===== config.mk =====
export PLATFORM = sky130hd
export DESIGN_NAME = interp_request_ctrl
export DESIGN_NICKNAME = d
export VERILOG_FILES = /design/src/rtl/interp_request_ctrl_pkg.sv /design/src/rtl/interp_request_ctrl_table.sv /design/src/rtl/interp_request_ctrl.sv
export SDC_FILE = /design/constraint.sdc
export NUM_CORES = 1
export LEC_CHECK = 0
export ABC_AREA = 0
export BUFFER_PORTS_ARGS = -buffer_cell sky130_fd_sc_hd__buf_2
export CORE_ASPECT_RATIO = 0.9
export CORE_MARGIN = 2
export CORE_UTILIZATION = 55
export CTS_BUF_LIST = sky130_fd_sc_hd__clkbuf_8
export CTS_CLUSTER_SIZE = 16
export DETAILED_ROUTE_END_ITERATION = 8
export PLACE_DENSITY = 0.75
export REMOVE_ABC_BUFFERS = 1
export SYNTH_ARGS = -nofsm -noshare
export SYNTH_HDL_FRONTEND = slang
export SYNTH_SLANG_ARGS = --single-unit

===== constraint.sdc =====
create_clock -name clk -period 8.1 [get_ports clk]
set_input_delay 2.025 -clock clk [delete_from_list [all_inputs] [get_ports clk]]
set_output_delay 2.025 -clock clk [all_outputs]
set_load 0.1 [all_outputs]

===== src/rtl/interp_request_ctrl_pkg.sv =====
// Shared types and constants for the interpolation request controller.
package interp_request_ctrl_pkg;

  localparam int WIDTH_DEF = 16;
  localparam int FRAC_DEF  = 7;

  typedef enum logic [2:0] {
    S_IDLE,
    S_SEARCH,
    S_ISSUE,
    S_WAIT_BUSY,
    S_WAIT_DONE,
    S_RESP
  } state_e;

  localparam logic [1:0] ERR_OK      = 2'd0;
  localparam logic [1:0] ERR_RANGE   = 2'd1;
  localparam logic [1:0] ERR_ALU     = 2'd2;
  localparam logic [1:0] ERR_TIMEOUT = 2'd3;

endpackage


===== src/rtl/interp_request_ctrl_table.sv =====
// Sample-point register file: one write port, two combinational read ports
// returning the pair (raddr, raddr+1) that the search walks over.
module interp_point_table #(
  parameter int WIDTH = 16,
  parameter int DEPTH = 8,
  parameter int AW    = 3
) (
  input  logic             clk,
  input  logic             we,
  input  logic [AW-1:0]    waddr,
  input  logic [WIDTH-1:0] wt,
  input  logic [WIDTH-1:0] wu,
  input  logic [AW-1:0]    raddr,
  output logic [WIDTH-1:0] lo_t,
  output logic [WIDTH-1:0] lo_u,
  output logic [WIDTH-1:0] hi_t,
  output logic [WIDTH-1:0] hi_u
);

  logic [WIDTH-1:0] t_q [DEPTH];
  logic [WIDTH-1:0] t_d [DEPTH];
  logic [WIDTH-1:0] u_q [DEPTH];
  logic [WIDTH-1:0] u_d [DEPTH];
  logic [AW-1:0]    raddr_hi;

  // Next table contents: hold everything, overwrite the addressed entry on a write.
  always_comb begin
    t_d = t_q;
    u_d = u_q;
    if (we && (int'(waddr) < DEPTH)) begin
      t_d[waddr] = wt;
      u_d[waddr] = wu;
    end
  end

  // Table storage is deliberately not reset so a controller reset keeps the samples.
  always_ff @(posedge clk) begin
    t_q <= t_d;
    u_q <= u_d;
  end

  assign raddr_hi = raddr + 1'b1;
  assign lo_t     = t_q[raddr];
  assign lo_u     = u_q[raddr];
  assign hi_t     = t_q[raddr_hi];
  assign hi_u     = u_q[raddr_hi];

endmodule


===== src/rtl/interp_request_ctrl.sv =====
// Initiator-side controller for the interpolation ALU: finds the bracketing
// sample pair for a requested Tk, runs the ALU handshake and returns Uk.
module interp_request_ctrl
  import interp_request_ctrl_pkg::*;
#(
  parameter int WIDTH   = WIDTH_DEF,
  parameter int FRAC    = FRAC_DEF,
  parameter int DEPTH   = 8,
  parameter int AW      = 3,
  parameter int TIMEOUT = 32
) (
  input  logic             clk,
  input  logic             rst_n,
  input  logic             tbl_we,
  input  logic [AW-1:0]    tbl_addr,
  input  logic [WIDTH-1:0] tbl_t,
  input  logic [WIDTH-1:0] tbl_u,
  input  logic [AW:0]      num_pts,
  input  logic             req_valid,
  output logic             req_ready,
  input  logic [WIDTH-1:0] req_tk,
  output logic             rsp_valid,
  output logic [WIDTH-1:0] rsp_uk,
  output logic [1:0]       rsp_err,
  output logic [WIDTH-1:0] alu_tk,
  output logic [WIDTH-1:0] alu_tn,
  output logic [WIDTH-1:0] alu_tz,
  output logic [WIDTH-1:0] alu_uz,
  output logic [WIDTH-1:0] alu_un,
  output logic             alu_start,
  input  logic [WIDTH-1:0] alu_uk,
  input  logic             alu_error,
  input  logic             alu_ready
);

  localparam int CW = $clog2(TIMEOUT) + 1;

  // FRAC only documents the number format; the ALU owns the arithmetic.
  if (FRAC >= WIDTH) begin : g_frac_check
    $error("FRAC must be smaller than WIDTH");
  end

  state_e           state_q, state_d;
  logic [AW-1:0]    idx_q, idx_d;
  logic [WIDTH-1:0] tk_q, tk_d;
  logic [CW-1:0]    cnt_q, cnt_d, cnt_inc;
  logic [WIDTH-1:0] rsp_uk_q, rsp_uk_d;
  logic [1:0]       rsp_err_q, rsp_err_d;
  logic [WIDTH-1:0] alu_tk_q, alu_tk_d, alu_tn_q, alu_tn_d, alu_tz_q, alu_tz_d;
  logic [WIDTH-1:0] alu_uz_q, alu_uz_d, alu_un_q, alu_un_d;
  logic [WIDTH-1:0] lo_t, lo_u, hi_t, hi_u;
  logic             in_pair, last_pair, timed_out;

  interp_point_table #(
    .WIDTH (WIDTH),
    .DEPTH (DEPTH),
    .AW    (AW)
  ) u_table (
    .clk   (clk),
    .we    (tbl_we && (state_q == S_IDLE)),
    .waddr (tbl_addr),
    .wt    (tbl_t),
    .wu    (tbl_u),
    .raddr (idx_q),
    .lo_t  (lo_t),
    .lo_u  (lo_u),
    .hi_t  (hi_t),
    .hi_u  (hi_u)
  );

  assign in_pair   = ($signed(lo_t) <= $signed(tk_q)) && ($signed(tk_q) <= $signed(hi_t));
  assign last_pair = ({1'b0, idx_q} == (num_pts - (AW+1)'(2))) || (idx_q == AW'(DEPTH - 2));
  assign cnt_inc   = cnt_q + CW'(1);
  assign timed_out = (cnt_inc == CW'(TIMEOUT - 1));

  // State and datapath registers; reset aborts any job in flight.
  always_ff @(posedge clk) begin
    if (!rst_n) begin
      state_q   <= S_IDLE;
      idx_q     <= '0;
      tk_q      <= '0;
      cnt_q     <= '0;
      rsp_uk_q  <= '0;
      rsp_err_q <= ERR_OK;
      alu_tk_q  <= '0;
      alu_tn_q  <= '0;
      alu_tz_q  <= '0;
      alu_uz_q  <= '0;
      alu_un_q  <= '0;
    end else begin
      state_q   <= state_d;
      idx_q     <= idx_d;
      tk_q      <= tk_d;
      cnt_q     <= cnt_d;
      rsp_uk_q  <= rsp_uk_d;
      rsp_err_q <= rsp_err_d;
      alu_tk_q  <= alu_tk_d;
      alu_tn_q  <= alu_tn_d;
      alu_tz_q  <= alu_tz_d;
      alu_uz_q  <= alu_uz_d;
      alu_un_q  <= alu_un_d;
    end
  end

  // Next state: scan one pair per cycle, then issue, wait for busy, wait for done.
  always_comb begin
    state_d   = state_q;
    idx_d     = idx_q;
    tk_d      = tk_q;
    cnt_d     = cnt_q;
    rsp_uk_d  = rsp_uk_q;
    rsp_err_d = rsp_err_q;
    alu_tk_d  = alu_tk_q;
    alu_tn_d  = alu_tn_q;
    alu_tz_d  = alu_tz_q;
    alu_uz_d  = alu_uz_q;
    alu_un_d  = alu_un_q;
    unique case (state_q)
      S_IDLE: begin
        if (req_valid) begin
          tk_d    = req_tk;
          idx_d   = '0;
          state_d = S_SEARCH;
        end
      end
      S_SEARCH: begin
        if (num_pts < (AW+1)'(2)) begin
          rsp_err_d = ERR_RANGE;
          rsp_uk_d  = '0;
          state_d   = S_RESP;
        end else if (in_pair) begin
          alu_tk_d = tk_q;
          alu_tn_d = lo_t;
          alu_tz_d = hi_t;
          alu_un_d = lo_u;
          alu_uz_d = hi_u;
          state_d  = S_ISSUE;
        end else if (last_pair) begin
          rsp_err_d = ERR_RANGE;
          rsp_uk_d  = '0;
          state_d   = S_RESP;
        end else begin
          idx_d = idx_q + 1'b1;
        end
      end
      S_ISSUE: begin
        cnt_d   = '0;
        state_d = S_WAIT_BUSY;
      end
      S_WAIT_BUSY: begin
        cnt_d = cnt_inc;
        if (!alu_ready) begin
          state_d = S_WAIT_DONE;
        end else if (timed_out) begin
          rsp_err_d = ERR_TIMEOUT;
          rsp_uk_d  = '0;
          state_d   = S_RESP;
        end
      end
      S_WAIT_DONE: begin
        cnt_d = cnt_inc;
        if (alu_ready) begin
          rsp_err_d = alu_error ? ERR_ALU : ERR_OK;
          rsp_uk_d  = alu_error ? '0 : alu_uk;
          state_d   = S_RESP;
        end else if (timed_out) begin
          rsp_err_d = ERR_TIMEOUT;
          rsp_uk_d  = '0;
          state_d   = S_RESP;
        end
      end
      S_RESP: begin
        state_d = S_IDLE;
      end
      default: begin
        state_d = S_IDLE;
      end
    endcase
  end

  // Handshake outputs decoded from the current state.
  always_comb begin
    req_ready = 1'b0;
    alu_start = 1'b0;
    rsp_valid = 1'b0;
    unique case (state_q)
      S_IDLE:  req_ready = 1'b1;
      S_ISSUE: alu_start = 1'b1;
      S_RESP:  rsp_valid = 1'b1;
      default: ;
    endcase
  end

  assign rsp_uk  = rsp_uk_q;
  assign rsp_err = rsp_err_q;
  assign alu_tk  = alu_tk_q;
  assign alu_tn  = alu_tn_q;
  assign alu_tz  = alu_tz_q;
  assign alu_uz  = alu_uz_q;
  assign alu_un  = alu_un_q;

endmodule


==> impl_metrics.xml, run 1 <==
<?xml version="1.0" encoding="UTF-8"?>
<metrics>
  <group name="cts">
    <metric name="cts-hold-fix-buffers" unit="">0</metric>
    <metric name="post_cts.repair.setup_buffers" unit="">0</metric>
    <metric name="cts-htree-levels" unit="">2</metric>
    <metric name="clock_insertion_delay_worst_skew" unit="ns">0.64</metric>
    <metric name="cts.reportedPaths.clkPinSlew" unit="ns">0.07</metric>
    <metric name="cts_inserted_buffers" unit="">58</metric>
    <metric name="ctsResizeCount" unit="">0</metric>
    <metric name="cts_root_buffer" unit="">clkbuf_8</metric>
    <metric name="clock_sinks" unit="">382</metric>
    <metric name="cts_tree" unit="">yes</metric>
    <metric name="cts_buffer_depth" unit="">3</metric>
  </group>
  <group name="timing">
    <metric name="final.hold.worst_slack" unit="ns">0.4499</metric>
    <metric name="final_max_slew_viol_count" unit="">0</metric>
    <metric name="final.min_clock_period" unit="ns">5.795</metric>
    <metric name="ratio_of_final_minimum_period_to_clock_period" unit="%">71.54</metric>
    <metric name="finalSetupTns" unit="ns">0</metric>
    <metric name="report.final.setup_viol" unit="">0</metric>
    <metric name="fmax" unit="GHz">0.1726</metric>
    <metric name="hold_violations" unit="">0</metric>
    <metric name="fin_worst_skew" unit="ns">0.02995</metric>
    <metric name="rsz0062_at_grt" unit="">false</metric>
    <metric name="relSlewSlack" unit="%">20.01</metric>
    <metric name="worst-slew-pin-transition" unit="ns">1.200</metric>
  </group>
  <group name="detailed_routing">
    <metric name="number_of_remaining_drc_errors" unit="">0</metric>
    <metric name="vias_per_cell" unit="">6.232</metric>
    <metric name="detail_route.wl_per_cell" unit="um">23.04</metric>
    <metric name="drt_first_pass_iters" unit="">6</metric>
    <metric name="antenna_left" unit="">0</metric>
    <metric name="drt_first_iter_violations" unit="">947</metric>
    <metric name="finalWirelength" unit="um">42870</metric>
    <metric name="route.vias.total" unit="">11600</metric>
  </group>
  <group name="synth">
    <metric name="netlist_instances" unit="">1220</metric>
    <metric name="synthFlopType" unit="">edfxtp_1</metric>
    <metric name="biggest_area_contributors_in_the_synthesized_netlist" unit="">edfxtp_1, mux4_2, dfxtp_1, a21oi_1, a211oi_2</metric>
    <metric name="synth_top_area_share" unit="%">43.72</metric>
    <metric name="synth.avg_cell_area" unit="sq um">14.41</metric>
    <metric name="post_synth_instance_area" unit="sq um">17580</metric>
    <metric name="synth_top_area_cell" unit="">edfxtp_1</metric>
    <metric name="async_flop_share" unit="%">0</metric>
    <metric name="synth_seq_area_share" unit="%">58.07</metric>
    <metric name="warnings_synthesis" unit="">0</metric>
    <metric name="synth-seq-cells" unit="">382</metric>
    <metric name="synth_enable_flop_cells" unit="">256</metric>
    <metric name="synth.distinct_cells" unit="">61</metric>
  </group>
  <group name="global_route">
    <metric name="overflow" unit="">0</metric>
    <metric name="grt_start_max_net_pins" unit="">103</metric>
    <metric name="global_route.usage.total" unit="%">25.99</metric>
    <metric name="grt_antenna_before_repair" unit="">3</metric>
    <metric name="vias_in_the_first_global_route" unit="">11300</metric>
    <metric name="global_route_wire_length_before_repair" unit="um">65320</metric>
  </group>
  <group name="place">
    <metric name="place_congestion" unit="">0.8718</metric>
    <metric name="detailed_place_hpwl" unit="um">26550</metric>
    <metric name="dp_cells" unit="">1748</metric>
    <metric name="port_buffers" unit="">177</metric>
  </group>
  <group name="floorplanning">
    <metric name="chip_width" unit="um">192.5</metric>
    <metric name="placement_rows" unit="">62</metric>
    <metric name="dieHeight" unit="um">173.6</metric>
    <metric name="floorplan.initialDensity" unit="%">55.42</metric>
    <metric name="core" unit="sq um">31730</metric>
    <metric name="fp.dieArea" unit="sq um">33420</metric>
    <metric name="boundaryPins" unit="">178</metric>
  </group>
  <group name="flow_run">
    <metric name="maxCapViolCount" unit="">0</metric>
  </group>
  <group name="power">
    <metric name="vdd.ir_drop.worst" unit="mV">0.2075</metric>
    <metric name="pwr_density_cell" unit="nW/um^2">259.7</metric>
    <metric name="leakagePower" unit="nW">7.100</metric>
    <metric name="total_power" unit="mW">5.239</metric>
  </group>
  <group name="layout">
    <metric name="instances_no_fill" unit="">1861</metric>
    <metric name="fillcell_total" unit="">2297</metric>
    <metric name="layout.nets" unit="">1506</metric>
    <metric name="final_layout_size_suffix_gt1_share" unit="%">34.70</metric>
    <metric name="multi_input_comb_area" unit="sq um">6884</metric>
    <metric name="regArea" unit="sq um">10220</metric>
    <metric name="area.growth.synth_to_final" unit="%">14.74</metric>
  </group>
  <group name="worst_setup_path">
    <metric name="timing.critical_path.to_type" unit="">flip-flop</metric>
    <metric name="r2r_setup_slack" unit="ns">2.30</metric>
    <metric name="worst_path_arrival_time" unit="ns">6.30</metric>
    <metric name="crit_type" unit="">flip-flop to flip-flop</metric>
    <metric name="timing.reg2reg.worst_path_depth" unit="">13</metric>
    <metric name="r2r-start" unit="">idx_q[0]</metric>
    <metric name="critical_path.reg2reg.endpoint" unit="">rsp_err[1]</metric>
    <metric name="startpoint_type" unit="">flip-flop</metric>
    <metric name="crit_path_max_fanout" unit="">32</metric>
    <metric name="worst_ep_required_time" unit="ns">8.61</metric>
  </group>
  <group name="hold_path">
    <metric name="min-delay-path-class" unit="">flip-flop to flip-flop</metric>
    <metric name="holdPathStages" unit="">2</metric>
    <metric name="whs_endpoint" unit="">rsp_uk[7]</metric>
    <metric name="min_from" unit="">rsp_uk[7]</metric>
  </group>
  <group name="run_status">
    <metric name="status" unit="">finished clean</metric>
  </group>
</metrics>
==> layout make-up <==
class                   count  share of cell area (%)
clock inverters            45                   2.288
inverters                  28                  0.5333
repair buffers            203                   5.420
multi-input cells         719                   34.12
flip-flops and latches    382                   50.64
clock buffers              64                   4.366
diodes                      4                 0.04961
well taps                 416                   2.580
==> registers in the layout, summed over array words and instances, names as in the netlist <==
name,count
tk_q,16
rsp_uk,16
u_table.t_q,128
alu_tz,16
state_q,3
u_table.u_q,128
alu_tn,16
alu_uz,16
rsp_err,2
idx_q,3
alu_tk,16
cnt_q,6
alu_un,16
==> placed cells by master, fill, tap and decap left out, types with 7 or more instances in the layout <==
cell type  netlist  layout
edfxtp_1       256     256
buf_2           20     177
nand2_1        129     129
mux4_2         128     128
dfxtp_1        126     124
a21oi_1        123     123
clkbuf_8         0      64
mux2i_1         49      49
a211oi_2        47      47
nor3_1          40      38
ha_1            37      36
inv_1           27      30
o21ai_0         30      30
nand3_1         25      25
buf_4            4      25
clkinv_2         0      21
nor2_1          18      11
nand2b_1        10      10
o21ai_1          9       9
bufinv_16        0       9
clkinv_1         1       8
nor2_4           0       7
o22ai_1          7       7
==> through the flow <==
step | utilization (%) | cell area, sq um | setup WS [ns]
finish | 63.59 | 20180 | 2.305
global route | 63.57 | 20170 | 1.958
CTS | 63.56 | 20170 | 2.340
detailed placement | 59.33 | 18820 | 2.328
global placement | 59.33 | 18820 | 2.457
floorplan | - | 17120 | -3.695
==> cell families (layout without fill, tap and decap cells) <==
logic type                 after synthesis  count (layout)  synth area share [%]
adders and majority gates               37              37                 2.633
buffers and inverters                  119             340                 3.259
and+or+nand+nor                        246             246                 6.312
AOI/OAI and AO/OA                      250             250                 10.08
DFF                                    382             382                 58.07
xor gates and xnor gates                 8               8                0.3985
muxes                                  178             178                 19.25
other                                    0               4                     0
==> synthesized netlist by cell type, drive strengths merged, types with 2 or more instances <==
| master | n |
|---|---|
| a2111oi | 5 |
| a211oi | 50 |
| a21o | 2 |
| a21oi | 125 |
| a221oi | 2 |
| a31oi | 3 |
| and2 | 4 |
| and3 | 4 |
| buf | 41 |
| clkbuf | 50 |
| dfxtp | 126 |
| edfxtp | 256 |
| ha | 37 |
| inv | 27 |
| mux2i | 49 |
| mux4 | 128 |
| nand2 | 129 |
| nand2b | 10 |
| nand3 | 25 |
| nand4 | 5 |
| nor2 | 19 |
| nor2b | 2 |
| nor3 | 40 |
| nor4 | 2 |
| o21ai | 39 |
| o22ai | 7 |
| o41ai | 2 |
| or3 | 3 |
| xnor2 | 3 |
| xor2 | 5 |
==> where the power goes <==
| group | switching (mW) | leakage (nW) | internal, mW |
|---|---|---|---|
| registers | 0.0723 | 3.34 | 2.17 |
| clock network | 0.775 | 0.722 | 1.03 |
| logic | 0.804 | 3.04 | 0.394 |
| total | 1.65 | 7.10 | 3.59 |
==> metal layers <==
layer	wire [um]	part of all wire, %	GRT usage, %
met5	11	0.026	0
met4	1198	2.8	9.224
met3	3835	8.9	4.656
met2	20470	48	41.31
met1	17360	40	36.37
==> worst max-delay path by stage <==
stage               startpoint    endpoint
finish                idx_q[0]  rsp_err[1]
detailed placement    idx_q[0]  rsp_err[1]
global placement      idx_q[0]  rsp_err[1]
CTS                   idx_q[0]  rsp_err[1]
floorplan             idx_q[0]  rsp_err[0]
global route          idx_q[0]  rsp_uk[14]
==> critical path: stages (launching register included) <==
cell and delay [ns]:
dfxtp_4 0.72, inv_1 0.10, ha_2 0.89, buf_4 0.36, mux4_2 0.52, mux2i_1 0.22
ha_1 0.21, a21oi_1 0.10, a2111o_1 0.44, and3_1 0.24, a221oi_4 0.99, buf_4 0.44
a21oi_1 0.13, o221a_2 0.30
Power figures use the tool's default switching activity.
==> run 2, diff against run 1 <==
Settings changed: PLACE_DENSITY 0.75 to 0.78.
Clock period 8.1 ns to 4.7 ns, I/O delays scaled along.
==> run 2 against run 1 <==
Against the previous run:
- flip-flop and latch count is the same
- via count grew 1.4%
- register-to-register slack lost 1.8 ns
- non-clock buffer count grew 12
- critical path depth grew 1
- sequential power grew 71%
- cell area shrank 0.16%
- die area is the same
- combinational power grew 78%
- global-route usage grew 0.57 points
- count of clock-buffer cells in the layout grew 7
- critical path type unchanged
- largest power group unchanged
- highest routed layer unchanged
==> impl_metrics.xml, run 2 (synthesis gave the netlist of run 1 again) <==
<?xml version="1.0" encoding="UTF-8"?>
<metrics>
  <group name="global_route">
    <metric name="grt_antenna_before_repair" unit="">2</metric>
    <metric name="overflow" unit="">0</metric>
    <metric name="grt_busiest_layer" unit="">met2</metric>
    <metric name="grt_start_max_net_pins" unit="">83</metric>
    <metric name="grt_util_met1" unit="%">35.44</metric>
    <metric name="met2_usage_in_global_routing" unit="%">43.87</metric>
    <metric name="global_route_wire_length_before_repair" unit="um">67190</metric>
    <metric name="vias_in_the_first_global_route" unit="">11830</metric>
    <metric name="grt_met3_use" unit="%">4.899</metric>
    <metric name="global_route.usage.total" unit="%">26.56</metric>
  </group>
  <group name="timing">
    <metric name="final.min_clock_period" unit="ns">4.242</metric>
    <metric name="hold_violations" unit="">0</metric>
    <metric name="report.final.setup_viol" unit="">0</metric>
    <metric name="fin_worst_skew" unit="ns">0.03400</metric>
    <metric name="ratio_of_final_minimum_period_to_clock_period" unit="%">90.26</metric>
    <metric name="fin_ws" unit="ns">0.4576</metric>
    <metric name="fmax" unit="GHz">0.2357</metric>
    <metric name="rsz0062_at_grt" unit="">false</metric>
    <metric name="worst-slew-pin-transition" unit="ns">0.9746</metric>
    <metric name="relSlewSlack" unit="%">34.67</metric>
    <metric name="final_max_slew_viol_count" unit="">0</metric>
  </group>
  <group name="hold_path">
    <metric name="holdPathStages" unit="">2</metric>
    <metric name="whs_endpoint" unit="">rsp_uk[8]</metric>
    <metric name="min-delay-path-class" unit="">flip-flop to flip-flop</metric>
    <metric name="min_from" unit="">rsp_uk[8]</metric>
  </group>
  <group name="worst_setup_path">
    <metric name="critical_path.startpoint" unit="">idx_q[0]</metric>
    <metric name="crit_type" unit="">flip-flop to flip-flop</metric>
    <metric name="timing.reg2reg.worst_path_depth" unit="">14</metric>
    <metric name="worst_ep_required_time" unit="ns">5.24</metric>
    <metric name="critical_path.reg2reg.endpoint" unit="">alu_un[12]</metric>
    <metric name="timing.critical_path.to_type" unit="">flip-flop</metric>
    <metric name="worst_path_arrival_time" unit="ns">4.78</metric>
    <metric name="r2r_setup_slack" unit="ns">0.46</metric>
    <metric name="r2r-start" unit="">idx_q[0]</metric>
    <metric name="crit_path_max_fanout" unit="">37</metric>
    <metric name="startpoint_type" unit="">flip-flop</metric>
  </group>
  <group name="floorplanning">
    <metric name="boundaryPins" unit="">178</metric>
    <metric name="chip_width" unit="um">192.5</metric>
    <metric name="core" unit="sq um">31730</metric>
    <metric name="placement_rows" unit="">62</metric>
    <metric name="fp.dieArea" unit="sq um">33420</metric>
    <metric name="floorplan.initialDensity" unit="%">55.42</metric>
    <metric name="dieHeight" unit="um">173.6</metric>
  </group>
  <group name="cts">
    <metric name="post_cts.repair.setup_buffers" unit="">0</metric>
    <metric name="cts_buffer_depth" unit="">3</metric>
    <metric name="cts-hold-fix-buffers" unit="">0</metric>
    <metric name="cts_tree" unit="">yes</metric>
    <metric name="cts.reportedPaths.clkPinSlew" unit="ns">0.06</metric>
    <metric name="cts_inserted_buffers" unit="">58</metric>
    <metric name="clock_sinks" unit="">382</metric>
    <metric name="ctsResizeCount" unit="">0</metric>
    <metric name="cts_root_buffer" unit="">clkbuf_8</metric>
    <metric name="cts-htree-levels" unit="">2</metric>
    <metric name="clock_insertion_delay_worst_skew" unit="ns">0.63</metric>
  </group>
  <group name="power">
    <metric name="leakagePower" unit="nW">7.141</metric>
    <metric name="pwr_density_cell" unit="nW/um^2">429.1</metric>
    <metric name="vdd.ir_drop.worst" unit="mV">0.3533</metric>
  </group>
  <group name="place">
    <metric name="dp_slack" unit="ns">0.4812</metric>
    <metric name="detailed_place_hpwl" unit="um">27450</metric>
    <metric name="place_congestion" unit="">0.8311</metric>
    <metric name="port_buffers" unit="">177</metric>
    <metric name="dp_cells" unit="">1760</metric>
  </group>
  <group name="detailed_routing">
    <metric name="route.vias.total" unit="">11760</metric>
    <metric name="detail_route.wl_per_cell" unit="um">23.51</metric>
    <metric name="drt_first_iter_violations" unit="">1034</metric>
    <metric name="finalWirelength" unit="um">43960</metric>
    <metric name="antenna_left" unit="">0</metric>
    <metric name="vias_per_cell" unit="">6.286</metric>
    <metric name="drt_first_pass_iters" unit="">5</metric>
    <metric name="number_of_remaining_drc_errors" unit="">0</metric>
  </group>
  <group name="layout">
    <metric name="final_layout_size_suffix_gt1_share" unit="%">34.34</metric>
    <metric name="layout.cells.most_common" unit="">edfxtp_1</metric>
    <metric name="area.growth.synth_to_final" unit="%">14.56</metric>
    <metric name="layout.cells.most_common_list" unit="">edfxtp_1, buf_2, nand2_1, mux4_2, dfxtp_1</metric>
    <metric name="largestRegisters" unit="">u_table.t_q (128), u_table.u_q (128)</metric>
    <metric name="layout.nets" unit="">1518</metric>
    <metric name="instances_no_fill" unit="">1870</metric>
  </group>
  <group name="flow_run">
    <metric name="maxCapViolCount" unit="">0</metric>
  </group>
  <group name="run_status">
    <metric name="status" unit="">finished clean</metric>
  </group>
</metrics>
[run 2: cell types whose count changed in the layout (fill, tap and decap cells not counted), sizes merged]
cell	previous run	this run
buf	203	215
inv	33	51
clkinvlp	0	1
bufinv	9	0
clkinv	31	14
clkbuf	64	71
diode	4	1
[run 2: layout make-up]
cell class                 count  area [sq um]
antenna                        1         2.502
clock buffer                  71         977.2
clock inverter                38         182.7
fill                        2319         11580
inverter                      28         107.6
multi-input combinational    719          6889
sequential                   382         10220
tap                          416         520.5
timing repair buffer         215          1246
[run 2: report_power, final]
group	total [mW]	internal, mW	switching, mW
logic	2.13	0.715	1.42
clock network	2.67	1.38	1.30
registers	3.84	3.73	0.107
[run 2: worst max-delay path, stage by stage (launching register included)]
cell and delay (ns):
dfxtp_4 0.37, inv_1 0.05, ha_2 0.47, buf_12 0.26, mux4_2 0.33, mux2i_1 0.34, ha_1 0.23, nand4_1 0.19
a2111o_1 0.40, and3_1 0.24, a221oi_4 0.34, buf_12 0.28, buf_4 0.26, a21oi_1 0.11, a211oi_2 0.24
[run 2: worst max-delay path by stage]
stage,slack (ns),end,cells past startpoint
final,0.46,alu_un[12],14
after global routing,0.23,alu_un[1],12
after CTS,0.44,rsp_err[1],13
after detailed placement,0.48,alu_tz[8],14
after global placement,0.56,rsp_err[1],13
after floorplan,-7.10,rsp_err[0],11
[run 2: per-layer routing]
layer	wire, um	up-vias
li1	-	5163
met1	17030	5904
met2	21560	588
met3	3940	98
met4	1427	2
met5	11	-
[run 2: metrics by stage]
stage               hold slack, ns  total power [mW]  util [%]  setup TNS, ns  cell area [sq um]
detailed placement          0.4390             6.034     59.82              0              18980
global route                0.4761             8.997     63.48              0              20140
global placement            0.4340             5.987     59.82              0              18980
finish                      0.4529             8.643     63.49              0              20140
CTS                         0.4521             8.689     63.48              0              20140
floorplan                   0.4666             5.535         -        -857.49              17120
